--- src/rtl/pair_stream_pkg.sv ---
// Shared definitions for the 00/11 pair-stream transmitter and the detector benches.
// Holds the FSM state encodings and the pair_mark rule.
package pair_stream_pkg;

    typedef enum logic [1:0] {
        ST_IDLE  = 2'b00,
        ST_SHIFT = 2'b01,
        ST_GAP   = 2'b10
    } state_t;

    // Lowest bit index that can carry a pair mark; bit 0 has no in-frame predecessor.
    localparam int unsigned PAIR_FIRST_BIT = 1;

    function automatic logic pair_match(input logic cur_bit, input logic prev_bit);
        return (cur_bit == prev_bit);
    endfunction

endpackage

--- src/rtl/pair_stream_tx_piso.sv ---
// Parallel-load, shift-right register; q0 is the next bit to transmit.
module piso_shift_reg
    import pair_stream_pkg::*;
#(
    parameter int WIDTH = 8
) (
    input  logic             clk,
    input  logic             reset,
    input  logic             load,
    input  logic             shift,
    input  logic [WIDTH-1:0] d,
    output logic             q0
);

    logic [WIDTH-1:0] shreg_r;

    // Shift register: load has priority over shift.
    always_ff @(posedge clk) begin
        if (reset) begin
            shreg_r <= {WIDTH{1'b0}};
        end else if (load) begin
            shreg_r <= d;
        end else if (shift) begin
            shreg_r <= {1'b0, shreg_r[WIDTH-1:1]};
        end else begin
            shreg_r <= shreg_r;
        end
    end

    assign q0 = shreg_r[0];

endmodule

--- src/rtl/pair_stream_tx.sv ---
// LSB-first serial transmitter with programmable inter-frame gap and a golden
// pair_mark flag. Moore FSM: every output is decoded from state and registers.
module pair_stream_tx
    import pair_stream_pkg::*;
#(
    parameter int WIDTH = 8,
    parameter int GAP   = 2
) (
    input  logic             clk,
    input  logic             reset,
    input  logic [WIDTH-1:0] data_in,
    input  logic             data_valid,
    output logic             data_ready,
    output logic             ser_out,
    output logic             ser_valid,
    output logic             frame_start,
    output logic             busy,
    output logic             pair_mark
);

    localparam int BW = $clog2(WIDTH);
    // A zero-length gap still needs a one-bit counter to keep the vector legal.
    localparam int GW = (GAP > 0) ? $clog2(GAP + 1) : 1;

    state_t          state_r;
    state_t          state_s;
    logic [BW-1:0]   bitcnt_r;
    logic [GW-1:0]   gapcnt_r;
    logic            prev_bit_r;
    logic            q0_s;
    logic            load_s;
    logic            shift_s;
    logic            last_bit_s;
    logic            gap_done_s;

    assign load_s     = (state_r == ST_IDLE) && data_valid;
    assign shift_s    = (state_r == ST_SHIFT);
    assign last_bit_s = (bitcnt_r == BW'(WIDTH - 1));
    assign gap_done_s = (gapcnt_r == GW'((GAP > 0) ? (GAP - 1) : 0));

    piso_shift_reg #(.WIDTH(WIDTH)) u_piso (
        .clk   (clk),
        .reset (reset),
        .load  (load_s),
        .shift (shift_s),
        .d     (data_in),
        .q0    (q0_s)
    );

    // State register.
    always_ff @(posedge clk) begin
        if (reset) begin
            state_r <= ST_IDLE;
        end else begin
            state_r <= state_s;
        end
    end

    // Next-state logic; the unused encoding falls back to IDLE.
    always_comb begin
        state_s = ST_IDLE;
        case (state_r)
            ST_IDLE: begin
                if (data_valid) state_s = ST_SHIFT;
                else            state_s = ST_IDLE;
            end
            ST_SHIFT: begin
                if (last_bit_s) state_s = (GAP > 0) ? ST_GAP : ST_IDLE;
                else            state_s = ST_SHIFT;
            end
            ST_GAP: begin
                if (gap_done_s) state_s = ST_IDLE;
                else            state_s = ST_GAP;
            end
            default: state_s = ST_IDLE;
        endcase
    end

    // Bit/gap counters and the in-frame history bit used for pair_mark.
    always_ff @(posedge clk) begin
        if (reset) begin
            bitcnt_r   <= {BW{1'b0}};
            gapcnt_r   <= {GW{1'b0}};
            prev_bit_r <= 1'b0;
        end else begin
            if (load_s) begin
                bitcnt_r <= {BW{1'b0}};
            end else if (shift_s) begin
                bitcnt_r <= last_bit_s ? {BW{1'b0}} : bitcnt_r + BW'(1);
            end else begin
                bitcnt_r <= bitcnt_r;
            end

            if (state_r == ST_GAP) begin
                gapcnt_r <= gap_done_s ? {GW{1'b0}} : gapcnt_r + GW'(1);
            end else begin
                gapcnt_r <= {GW{1'b0}};
            end

            prev_bit_r <= shift_s ? q0_s : 1'b0;
        end
    end

    // Moore output decode.
    always_comb begin
        data_ready  = 1'b0;
        ser_out     = 1'b0;
        ser_valid   = 1'b0;
        frame_start = 1'b0;
        busy        = 1'b0;
        pair_mark   = 1'b0;
        case (state_r)
            ST_IDLE: begin
                data_ready = 1'b1;
            end
            ST_SHIFT: begin
                ser_valid   = 1'b1;
                ser_out     = q0_s;
                busy        = 1'b1;
                frame_start = (bitcnt_r == {BW{1'b0}});
                pair_mark   = (bitcnt_r >= BW'(PAIR_FIRST_BIT)) && pair_match(q0_s, prev_bit_r);
            end
            ST_GAP: begin
                busy = 1'b1;
            end
            default: begin
                data_ready = 1'b0;
            end
        endcase
    end

endmodule

--- config.mk ---
export PLATFORM = sky130hd
export DESIGN_NAME = pair_stream_tx
export DESIGN_NICKNAME = d
export VERILOG_FILES = /design/src/rtl/pair_stream_pkg.sv /design/src/rtl/pair_stream_tx_piso.sv /design/src/rtl/pair_stream_tx.sv
export SDC_FILE = /design/constraint.sdc
export NUM_CORES = 1
export LEC_CHECK = 0
export CAP_MARGIN = 25
export CELL_PAD_IN_SITES_DETAIL_PLACEMENT = 1
export CELL_PAD_IN_SITES_GLOBAL_PLACEMENT = 2
export CORE_ASPECT_RATIO = 0.8
export CORE_MARGIN = 5
export CORE_UTILIZATION = 32
export DETAILED_ROUTE_END_ITERATION = 8
export GPL_ROUTABILITY_DRIVEN = 0
export GPL_TIMING_DRIVEN = 1
export PLACE_DENSITY = 0.87
export SLEW_MARGIN = 20
export SYNTH_ARGS = -nofsm -noshare
export SYNTH_HDL_FRONTEND = slang
export SYNTH_SLANG_ARGS = --single-unit
--- constraint.sdc ---
create_clock -name clk -period 2.5 [get_ports clk]
set_clock_uncertainty 0.05 [all_clocks]
set_input_delay 0.5 -clock clk [delete_from_list [all_inputs] [get_ports clk]]
set_output_delay 0.5 -clock clk [all_outputs]
set_load 0.01 [all_outputs]
======== After elaboration in Yosys (flattened, before gate mapping) ========
Cells that the tools add are included.
cells by class
  equal/unequal tests ..................... 5
  mux-type cells .......................... 13
  $add $sub $neg .......................... 2
  reductions and logical operators ........ 8
  $lt $le $gt $ge ......................... 1
  bitwise operators ....................... 1
operators by type and width
  kind                   count
  $mux W8                2
  $mux W1                7
  $pmux W2 S3            1
  $eq A2 B1 Y1 const B   2
  $mux W2                2
  $reduce_or A2 Y1       2
  $add A3 B1 Y3 const B  1
  $eq A3 B3 Y1 const B   1
  $ge A3 B1 Y1 const B   1
  $logic_not A3 Y1       1
  $mux W3                1
  $reduce_or A3 Y1       1
  $add A2 B1 Y2 const B  1
  $eq A2 B2 Y1 const B   1
  $logic_and A1 B1 Y1    2
  $logic_not A2 Y1       1
  $reduce_bool A2 Y1     1
  $eq A1 B1 Y1           1
  $not A1 Y1             1
word-level totals
  register bits after elaboration ......... 16
  output and inout port bits .............. 6
  word-level logic and storage cells ...... 35

======== Longest topological paths before layout ========
Gate-level depths: netlist of the first run.
  depth in word-level cells ............... 3
  mapped depth ............................ 6

======== Modules after synthesis ========
A second synthesis of the first run with hierarchy kept.
second synthesis, totals
  cell total of the unflattened synthesis .. 83
  area, all modules ....................... 833.3 µm²
by module, submodules not included
  module          sequential area each (µm²)  area each (µm²)  cells each  instances
  pair_stream_tx  160.2                       464.2            48          1
  piso_shift_reg  160.2                       369.1            35          1

======== Worst setup path after synthesis of the first run ========
Ideal clock, no wire load.
  path type ............................... register -> output
  start ................................... register state_r[1]
  end ..................................... output port frame_start
  path buffers ............................ 2
  data arrival time ....................... 1115 ps
  stages on the path, launching flop included .. 6
  path slack .............................. 835 ps
  data required time ...................... 1950 ps
  cell sequence ........................... dfxtp_1 > inv_1 > ha_1 > buf_6 > buf_12 > and3b_2
on the way
  longest elaborated chain between the ends .. 2
RTL lines
  item                    RTL line               source
  from (decl)             pair_stream_tx.sv:25   state_t state_r;
  from (signal assigned)  pair_stream_tx.sv:55   state_r <= state_s;
  $eq A2 B1 Y1            pair_stream_tx.sv:112  case (state_r)
  $mux W1                 pair_stream_tx.sv:112
  to (decl)               pair_stream_tx.sv:16   output logic frame_start,
Every way passes these cells.

======== Worst setup path after layout of the first run ========
Ends and elaborated chain as after synthesis.

==> flow_metrics.py, run 1 <==
metrics = {
    "outcome": {
        "status": "finished clean",
    },
    "die": {
        "fp.dieH_um": 55.0,
        "rows": 16,
        "dieArea_sq_um": 3650,
        "core_sq_um": 2440,
        "die_x_um": 66.3,
        "start_util": 0.332,
        "pin_count": 17,
    },
    "global_route": {
        "grt_usage": 0.110,
        "grt_remaining_overflow": 0,
        "antenna_found_initial": 0,
        "grt_first_pass_wirelength_mm": 2.91,
        "grt_max_degree": 17,
        "first_global_vias": 621,
    },
    "clock_tree": {
        "clock_path_buffers": 2,
        "cts-resized-gates": 0,
        "htreeDepth": 1,
        "clk_root_buffer_cell": "clkbuf_4",
        "clk_latency_ns": 0.29,
        "cts_tree": "yes",
        "cts_buffers": 3,
        "clk_pin_slew_ns": 0.10,
        "postCtsHoldBufs": 0,
        "cts_setup_buffers": 0,
        "cts_sinks": 16,
    },
    "synthesis": {
        "syn-num-nets": 101,
        "synth_area_sq_um": 811,
        "yosys.area.top_type_share": 0.395,
        "synth_cells": 81,
        "ys_seq_elements": 16,
        "yosysWarnings": 0,
        "synth.avg_cell_area_sq_um": 10.0,
        "yosysTopAreaCell": "dfxtp_1",
        "synth.distinct_cells": 23,
        "ys_top_cells_by_area": "dfxtp_1 (40%), ha_1 (14%), mux2i_1 (11%)",
        "yosysSeqAreaShare": 0.395,
    },
    "power_and_ir_drop": {
        "cellPowerDensity_nw_per_um2": 547,
        "peakVddDrop_mv": 0.250,
        "finalPower_uw": 556,
        "leakage_uw": 0.000398,
    },
    "detailed_routing": {
        "routed_wl_mm": 1.70,
        "drc": 0,
        "vias_per_cell": 4.48,
        "drtIter0Drc": 5,
        "num_vias": 600,
        "wl_per_cell_um": 12.7,
        "first_pass_iters": 2,
        "ant_nets": 0,
    },
    "sta": {
        "tns_ns": 0,
        "holdWs_ns": 0.375,
        "worstMarginPinSlew_ns": 0.561,
        "finalHoldViolCount": 0,
        "period_share": 0.937,
        "max_clock_freq_mhz": 427,
        "setup_viol": 0,
        "relSlewSlack": 0.625,
        "min_period_ns": 2.34,
        "maxSlewViolCount": 0,
        "rsz0062_at_grt": "no",
    },
    "setup_path": {
        "worstPathArrival_ns": 1.79,
        "cp.required_ns": 1.95,
        "path_max_fanout": 8,
        "end_kind": "output pin",
        "worst-r2r-setup-slack_ns": 0.90,
        "worstReg2RegStart": "state_r[1]",
        "rr_endpoint": "bitcnt_r[0]",
        "startpoint_type": "register",
        "setup.worst_path.class": "register to output pin",
        "r2r_cells": 6,
    },
    "layout": {
        "multiInputGateArea_sq_um": 429,
        "final_area_sq_um": 1020,
        "fin_cells": 134,
        "syn_to_final_growth_pct": 25.5,
        "n_fill_cell": 287,
        "seqCellArea_sq_um": 320,
        "diodes": 0,
        "final_cell_mix": "dfxtp_1 (16), clkdlybuf4s50_1 (16), nor2_1 (10)",
        "drive_above_1_share": 0.0918,
        "nets": 119,
    },
    "placement": {
        "place_area_sq_um": 981,
        "post-dp-hpwl_mm": 1.26,
        "placedCellCount": 130,
        "port_buffers": 16,
    },
    "hold_path": {
        "hold_depth": 1,
        "worstHoldStart": "gapcnt_r[0]",
        "hp-class": "register to register",
        "holdPathEnd": "gapcnt_r[0]",
    },
    "job": {
        "maxCapViolations": 0,
    },
}
-- cell type report --
cell class,count,share of cell area
multi-input cells,56,0.422
flip-flops and latches,16,0.315
repair buffers,17,0.165
well taps,36,0.0443
clock buffers,4,0.0357
inverters,5,0.0185
-- routing by layer --
metal | vias up | wire [um] | GRT usage
met5 | - | 0 | 0
met4 | 0 | 29 | 0.0709
met3 | 2 | 88 | 0.0343
met2 | 12 | 728 | 0.160
met1 | 276 | 856 | 0.142
li1 | 310 | - | -
-- report_power, final --
group,leakage [uW],total [uW],switching [uW],internal (uW)
clock network,0.0000210,175,85.9,88.7
registers,0.000131,279,9.47,270
logic,0.000246,102,46.6,55.3
-- stage by stage --
stage,setup slack (ns),utilization
after detailed placement,0.488,0.402
final,0.157,0.416
after CTS,0.119,0.416
after floorplan,0.835,-
after global placement,0.521,0.402
after global routing,0.0239,0.416
-- cell usage after synthesis --
| cell type | instances |
|---|---|
| and2_1 | 1 |
| xnor2_1 | 1 |
| nand3b_1 | 1 |
| nor3_2 | 1 |
| nor2b_1 | 2 |
| buf_12 | 1 |
| nor3_1 | 3 |
| nand2b_1 | 2 |
| clkbuf_1 | 1 |
| and2_2 | 1 |
| ha_1 | 9 |
| mux2_2 | 1 |
| mux2i_1 | 9 |
| a21oi_1 | 2 |
| buf_6 | 1 |
| nor4_1 | 1 |
| dfxtp_1 | 16 |
| buf_4 | 1 |
| a211oi_1 | 8 |
| nand2_1 | 3 |
| nor2_1 | 10 |
| and3b_2 | 1 |
| inv_1 | 5 |
-- worst max-delay path, cell delays in order (launching register included) --
cell             delay (ns)
dfxtp_1                0.34
inv_1                  0.08
ha_1                   0.33
and3b_2                0.22
clkdlybuf4s50_1        0.53
-- worst max-delay path by stage --
stage	startpoint	end	depth (start not counted)	slack, ns
3_3_place_gp	state_r[1]	frame_start	4	0.52
5_1_grt	state_r[1]	ser_out	4	0.02
6_report	state_r[1]	frame_start	4	0.16
4_1_cts	state_r[1]	ser_out	4	0.12
3_5_place_dp	state_r[1]	ser_out	4	0.49
2_1_floorplan	state_r[1]	frame_start	5	0.84
-- kinds of logic (layout without fill, tap and decap cells) --
| family | Yosys count | after routing | synth area share |
|---|---|---|---|
| and+or+nand+nor | 26 | 26 | 0.168 |
| adders and majority gates | 9 | 9 | 0.139 |
| xor gates and xnor gates | 1 | 1 | 0.0108 |
| AOI/OAI and AO/OA | 10 | 10 | 0.0864 |
| DFF | 16 | 16 | 0.395 |
| buffers and inverters | 9 | 26 | 0.0756 |
| muxes | 10 | 10 | 0.125 |
-- state kept, by name (all words and copies together), names as in the netlist --
signal and cells:
u_piso.shreg_r 8, gapcnt_r 2, bitcnt_r 3, state_r 2, prev_bit_r 1
No activity file was read; power rests on OpenSTA's default activity.
==> inputs of run 2 (changes only) <==
CORE_ASPECT_RATIO = not set   (was 0.8)
==> flow_metrics.py, run 2 (synthesis gave the netlist of run 1 again) <==
metrics = {
    "outcome": {
        "status": "finished clean",
    },
    "detailed_routing": {
        "wl_per_cell_um": 12.9,
        "vias_per_cell": 4.84,
        "first_pass_iters": 2,
        "num_vias": 615,
        "drc": 0,
        "ant_nets": 0,
        "drtIter0Drc": 6,
        "routed_wl_mm": 1.63,
    },
    "global_route": {
        "grt_first_pass_wirelength_mm": 2.76,
        "globalRouteMet2Util": 0.170,
        "grt_remaining_overflow": 0,
        "grt_max_degree": 17,
        "grt_usage": 0.101,
        "grt.met1_usage": 0.125,
        "antenna_found_initial": 0,
        "first_global_vias": 647,
        "busiest_layer": "met2",
        "grt_use_met3": 0.0191,
    },
    "hold_path": {
        "hold_depth": 1,
        "worstHoldStart": "gapcnt_r[0]",
        "holdPathEnd": "gapcnt_r[0]",
        "hp-class": "register to register",
    },
    "clock_tree": {
        "clock_path_buffers": 2,
        "cts_tree": "yes",
        "cts_sinks": 16,
        "clk_pin_slew_ns": 0.08,
        "clk_latency_ns": 0.28,
        "htreeDepth": 1,
        "cts_buffers": 3,
        "postCtsHoldBufs": 0,
        "clk_root_buffer_cell": "clkbuf_4",
    },
    "layout": {
        "final_cell_mix": "dfxtp_1 (16), clkdlybuf4s50_1 (16), nor2_1 (10)",
        "fin_cells": 127,
        "diodes": 0,
        "top_register": "u_piso.shreg_r",
        "nets": 119,
        "largest_register_ffs": 8,
        "top_regs": "u_piso.shreg_r (8), bitcnt_r (3)",
        "drive_above_1_share": 0.0928,
        "syn_to_final_growth_pct": 23.1,
        "n_fill_cell": 282,
        "fin_util": 0.407,
    },
    "setup_path": {
        "cpPeakStageDelay_ns": 0.49,
        "r2r_cells": 5,
        "startpoint_type": "register",
        "setup.worst_path.class": "register to output pin",
        "rr_endpoint": "u_piso.shreg_r[0]",
        "worstReg2RegStart": "state_r[0]",
        "worst-r2r-setup-slack_ns": 0.91,
        "cp.required_ns": 1.95,
        "path_cells": "inv_1 > ha_1 > nor4_1 > nor2_1 > clkdlybuf4s50_1",
        "cp_slowest_cell": "clkdlybuf4s50_1",
        "path_max_fanout": 4,
        "end_kind": "output pin",
        "worstPathArrival_ns": 1.78,
    },
    "die": {
        "dieArea_sq_um": 3640,
        "rows": 18,
        "fp.dieH_um": 60.3,
        "die_x_um": 60.3,
        "pin_count": 17,
        "core_sq_um": 2450,
        "start_util": 0.330,
    },
    "placement": {
        "post-dp-hpwl_mm": 1.27,
        "port_buffers": 16,
        "placedCellCount": 124,
    },
    "power_and_ir_drop": {
        "p_comb_frac": 0.201,
        "clockPowerShare": 0.253,
        "pwr-share-seq": 0.547,
        "peakVddDrop_mv": 0.397,
        "leakage_uw": 0.000390,
        "swShare": 0.254,
        "cellPowerDensity_nw_per_um2": 512,
        "p_int_uw": 381,
        "power.switching_uw": 130,
        "finalPower_uw": 511,
    },
    "sta": {
        "period_share": 0.931,
        "worstMarginPinSlew_ns": 0.598,
        "max_clock_freq_mhz": 430,
        "setup_viol": 0,
        "tns_ns": 0,
        "rsz0062_at_grt": "no",
        "relSlewSlack": 0.600,
        "maxSlewViolCount": 0,
        "min_period_ns": 2.33,
        "holdWs_ns": 0.376,
        "finalHoldViolCount": 0,
    },
    "job": {
        "maxCapViolations": 0,
    },
}
[run 2: worst max-delay path: cells and delay by family, from the launching register on]
| family | cells | cell delay (ns) |
|---|---|---|
| buf+inv | 2 | 0.57 |
| fa+ha+maj | 1 | 0.18 |
| simple gates | 2 | 0.38 |
| flops | 1 | 0.38 |
[run 2: worst max-delay path by stage]
| stage | start | end | slack [ns] | depth (start not counted) |
|---|---|---|---|---|
| finish | bitcnt_r[1] | pair_mark | 0.17 | 5 |
| floorplan | state_r[1] | frame_start | 0.84 | 5 |
| global placement | state_r[1] | frame_start | 0.43 | 4 |
| global route | bitcnt_r[1] | pair_mark | 0.08 | 5 |
| detailed placement | state_r[1] | frame_start | 0.41 | 4 |
| CTS | state_r[1] | frame_start | 0.10 | 4 |
[run 2: per-stage QoR]
step | area, sq um | setup slack [ns]
after global placement | 973 | 0.434
after CTS | 996 | 0.101
after detailed placement | 973 | 0.411
final | 998 | 0.172
after floorplan | 811 | 0.835
after global routing | 998 | 0.0803
[run 2: metal layers]
| metal | vias to the layer above | share of wire |
|---|---|---|
| met2 | 8 | 0.51 |
| met1 | 290 | 0.45 |
| met5 | - | 0 |
| met3 | 2 | 0.023 |
| li1 | 315 | - |
| met4 | 0 | 0.012 |
[run 2: layout make-up]
type | count | area, sq um | area share
clock buffer | 3 | 22.5 | 0.0226
inverter | 5 | 18.8 | 0.0188
multi-input combinational | 56 | 432 | 0.432
sequential | 16 | 320 | 0.321
tap | 30 | 37.5 | 0.0376
timing repair buffer | 17 | 168 | 0.168
[run 2: power by group through the flow]
stage,clock network (uW),logic [uW],registers [uW]
2_1_floorplan,0,69.2,283
3_3_place_gp,0,101,285
3_5_place_dp,0,103,285
4_1_cts,132,104,280
5_1_grt,143,113,282
6_report,129,103,280
[run 2: timing repair]
item	4_1_cts	5_1_grt
resized for setup	0	1
buffers inserted	0	0
endpoints found under the setup margin	0	1
